File: config.mk
export PLATFORM = sky130hd
export DESIGN_NAME = down_count_ctrl
export DESIGN_NICKNAME = d
export VERILOG_FILES = /design/src/rtl/down_count_ctrl.sv
export SDC_FILE = /design/constraint.sdc
export NUM_CORES = 1
export LEC_CHECK = 0
export ABC_AREA = 1
export CAP_MARGIN = 20
export CORE_MARGIN = 1.5
export CORE_UTILIZATION = 48
export DETAILED_ROUTE_END_ITERATION = 6
export PLACE_DENSITY = 0.77
export SYNTH_ARGS = -nofsm -noshare
export SYNTH_HDL_FRONTEND = slang
export SYNTH_SLANG_ARGS = --single-unit
File: constraint.sdc
create_clock -name clk -period 3.1 [get_ports clk]
set_input_delay 0.775 -clock clk [delete_from_list [all_inputs] [get_ports clk]]
set_output_delay 0.775 -clock clk [all_outputs]
set_load 0.02 [all_outputs]
File: src/rtl/down_count_ctrl.sv
// down_count_ctrl: down-counter with one-shot/periodic modes, pause and abort.
// A run loads load_val, counts down once per unpaused cycle and pulses done
// at terminal count. It then reloads in periodic mode or returns to IDLE in
// one-shot mode. All outputs are registered.
module down_count_ctrl #(
  parameter int WIDTH = 4
) (
  input  logic             clk,
  input  logic             rst,
  input  logic             start,
  input  logic [WIDTH-1:0] load_val,
  input  logic             auto_reload,
  input  logic             pause,
  input  logic             abort,
  output logic [WIDTH-1:0] count,
  output logic             busy,
  output logic             paused,
  output logic             done
);

  localparam logic [1:0] ST_IDLE = 2'd0;
  localparam logic [1:0] ST_RUN  = 2'd1;
  localparam logic [1:0] ST_HOLD = 2'd2;

  localparam logic [WIDTH-1:0] CNT_ZERO = {WIDTH{1'b0}};
  localparam logic [WIDTH-1:0] CNT_ONE  = {{(WIDTH-1){1'b0}}, 1'b1};

  logic [1:0]       state_r;
  logic [WIDTH-1:0] reload_r;
  logic             mode_r;

  logic [1:0]       state_s;
  logic [WIDTH-1:0] count_s;
  logic [WIDTH-1:0] reload_s;
  logic             mode_s;
  logic             done_s;
  logic             busy_s;
  logic             paused_s;

  // Next-state and next-output decode; abort outranks pause, pause outranks counting.
  always_comb begin
    state_s  = state_r;
    count_s  = count;
    reload_s = reload_r;
    mode_s   = mode_r;
    done_s   = 1'b0;
    case (state_r)
      ST_IDLE: begin
        if (start && !abort) begin
          if (load_val != CNT_ZERO) begin
            state_s  = ST_RUN;
            count_s  = load_val;
            reload_s = load_val;
            mode_s   = auto_reload;
          end else begin
            // A zero-length period terminates immediately without ever going busy.
            count_s = CNT_ZERO;
            done_s  = 1'b1;
          end
        end else begin
          state_s = ST_IDLE;
        end
      end
      ST_RUN, ST_HOLD: begin
        if (abort) begin
          state_s = ST_IDLE;
          count_s = CNT_ZERO;
        end else if (pause) begin
          state_s = ST_HOLD;
        end else if (count > CNT_ONE) begin
          state_s = ST_RUN;
          count_s = count - CNT_ONE;
        end else if (mode_r) begin
          // Terminal count in periodic mode: reload instead of stepping to zero.
          state_s = ST_RUN;
          count_s = reload_r;
          done_s  = 1'b1;
        end else begin
          state_s = ST_IDLE;
          count_s = CNT_ZERO;
          done_s  = 1'b1;
        end
      end
      default: begin
        state_s = ST_IDLE;
        count_s = CNT_ZERO;
      end
    endcase
    busy_s   = (state_s != ST_IDLE);
    paused_s = (state_s == ST_HOLD);
  end

  // State, configuration and output registers; reset clears everything asynchronously.
  always_ff @(posedge clk or negedge rst) begin
    if (!rst) begin
      state_r  <= ST_IDLE;
      reload_r <= CNT_ZERO;
      mode_r   <= 1'b0;
      count    <= CNT_ZERO;
      busy     <= 1'b0;
      paused   <= 1'b0;
      done     <= 1'b0;
    end else begin
      state_r  <= state_s;
      reload_r <= reload_s;
      mode_r   <= mode_s;
      count    <= count_s;
      busy     <= busy_s;
      paused   <= paused_s;
      done     <= done_s;
    end
  end

endmodule

==> metrics <==
Final setup viols 0; max-slew violations 0; post-synthesis register bit count 14; Core ar. 1577 µm²; Layout Nets 148; CP Capture Type output pin; normalized max-slew margin 58.02%; First-pass DRT Iterations 4; antenna viol nets, final 0; Post-CTS Setup Inserts 0; row cnt 14; Filler cells 136; slowest cell delay on critical path 0.64 ns; global placement routability congestion 0.8202; clk buf depth 2; Max Clk Rate ~0.46 GHz; Num CTS Buffers 3; placed cell areas 1026 µm²; cts hold-fix bufs 0; initial antenna violation count 0; status finished clean; cell with the largest stage delay on the worst path clkdlybuf4s50_1; Clock Pin Slew Worst Setup and Hold Paths 0.08 ns; commonest non-fill, non-tap cell in the layout nand2_1; critical path peak fanout 5; largest net degree at the start of global routing 15; Async S/R FF share, synth 100.0%; P&R area growth vs syn 25.59%; Least-Margin Pin Slew 0.6278 ns; # IOs 17; HPWL Detailed 1289 µm; Setup CP Type register to output pin; gr ovfl total 0; most frequent cells in the layout nand2_1, inv_1, clkdlybuf4s50_1; Synth area leaders dfrtp_1, nand2_1, inv_1; vias in the first global route 681; Worst Slack Setup Final 0.9281 ns; Hold Fails Final Rpt 0; clock skew 0.0004827 ns; synthesized area about 850 µm²; Clock Tree Root clkbuf_4; DRC violations left 0; Seq/Total Area, Yosys 41.42%; Min-Delay Path Class register to register; Yosys top cell area share 41.42%; DIE HEIGHT 44.98 µm; worst-skew pair later-pin latency ~0.28 ns; WL per Instance about 10 µm; Via density 4.919; Final Instance Area 1062 µm²; fin crit share 70.06%; Starting Density 53.65%; vias post-DR roughly 730; 1st-iter DRT viols 23; Synth area leader dfrtp_1; die area 2023 µm²; Mapped Nets 127; min Tclk post-route roughly 2.2 ns; P_leak 0.0005650 µW; CTS tree built; Peak VDD IR 0.4206 mV; Mapped Cells around 110; worst path bufs/invs 1; Synth cell types 17; Max-Cap Viols 0; clock sinks 14; PostCTS Resize Cnt 0; critical-path cell list clkdlybuf4s50_1; first-pass GRT wire length 2794 µm; RSZ-0062 raised after global routing no; Worst EP required around 2.3 ns; H-tree Lvls 1; Post-Place Setup Slack around 1.1 ns; final design utilization 67.38%; Top delay family on crit path buffers and inverters; # port buffers 16; syn_area_per_cell 7.485 µm²; Tot GR Track Use 19.40%; Post-Route WL 1553 µm; synth warn 0; Die Width roughly 45 µm; Setup TNS 0 ns; Worst Path Arrival ~1.4 ns; Antenna Cells 0; share of cells above drive strength 1 between 10% and 20%; Power Density 727.3 nW/µm²; Post-synth EDFFs 0; crit path launch type register; Primary FF master, synth dfrtp_1
synthesized netlist by cell type, types with 2 or more instances:
cell and n:
o21ai_0 4, o21ai_2 2, dfrtp_1 14, nand3_1 11, inv_1 18, nand2_2 5
nand2_1 37, nand2_4 2, ha_1 4, nor2_2 5, nor2_1 3, o21ai_1 3
layer usage:
layer  share of wire, %  global-route usage, %  wire [µm]
met3                3.3                  3.600         52
met1                 48                  26.60        750
met2                 47                  29.71        725
met4                1.5                  8.824         24
met5                  0                      0          0
per-stage QoR:
step / cells / hold WS (ns) / power, µW
5_1_grt: 149 / 0.5481 / 837.8
6_report: 149 / 0.5100 / 772.6
3_3_place_gp: 145 / 0.4755 / 639.9
4_1_cts: 149 / 0.5055 / 782.1
3_5_place_dp: 145 / 0.4836 / 647.5
2_1_floorplan: 113 / 0.4534 / 528.0
report_power, final:
| part | leakage (µW) | internal (µW) | switching, µW |
|---|---|---|---|
| clock network | 0.0000210 | 71.5 | 60.6 |
| registers | 0.000179 | 227 | 52.9 |
| logic | 0.000365 | 152 | 208 |
path summary, 6_finish.rpt:
path / startpoint / to / slack (ns) / cells past startpoint
setup / recovery: count[2] / count[2] / 0.93 / 1
hold / removal: reload_r[3] / reload_r[3] / 0.51 / 2
setup reg to reg: state_r[0] / count[1] / 1.64 / 9
hold reg to reg: reload_r[3] / reload_r[3] / 0.51 / 2
max in group asynchronous: rst / count[0] / 1.82 / 1
min in group asynchronous: rst / reload_r[2] / 0.88 / 1
flip-flops by register name, indices dropped and copies added, names as in the netlist:
| register | count |
|---|---|
| count | 4 |
| mode_r | 1 |
| state_r | 2 |
| reload_r | 4 |
| done | 1 |
| busy | 1 |
| paused | 1 |
cells by family after synthesis:
| family | count (synthesis) | synth area share [%] |
|---|---|---|
| and+or+nand+nor | 65 | 36.24 |
| buffers and inverters | 19 | 8.431 |
| DFF | 14 | 41.42 |
| AOI/OAI and AO/OA | 10 | 6.953 |
| adders and majority gates | 4 | 5.917 |
| xor gates and xnor gates | 1 | 1.036 |
final cells by class:
type | count | area [µm²] | area share (%)
Sequential cell | 14 | 350.3 | 32.98
Inverter | 19 | 71.32 | 6.714
Timing Repair Buffer | 16 | 160.2 | 15.08
Multi-Input combinational cell | 80 | 424.2 | 39.93
Tap cell | 16 | 20.02 | 1.885
Clock buffer | 4 | 36.28 | 3.416
Power figures use the tool's default switching activity.
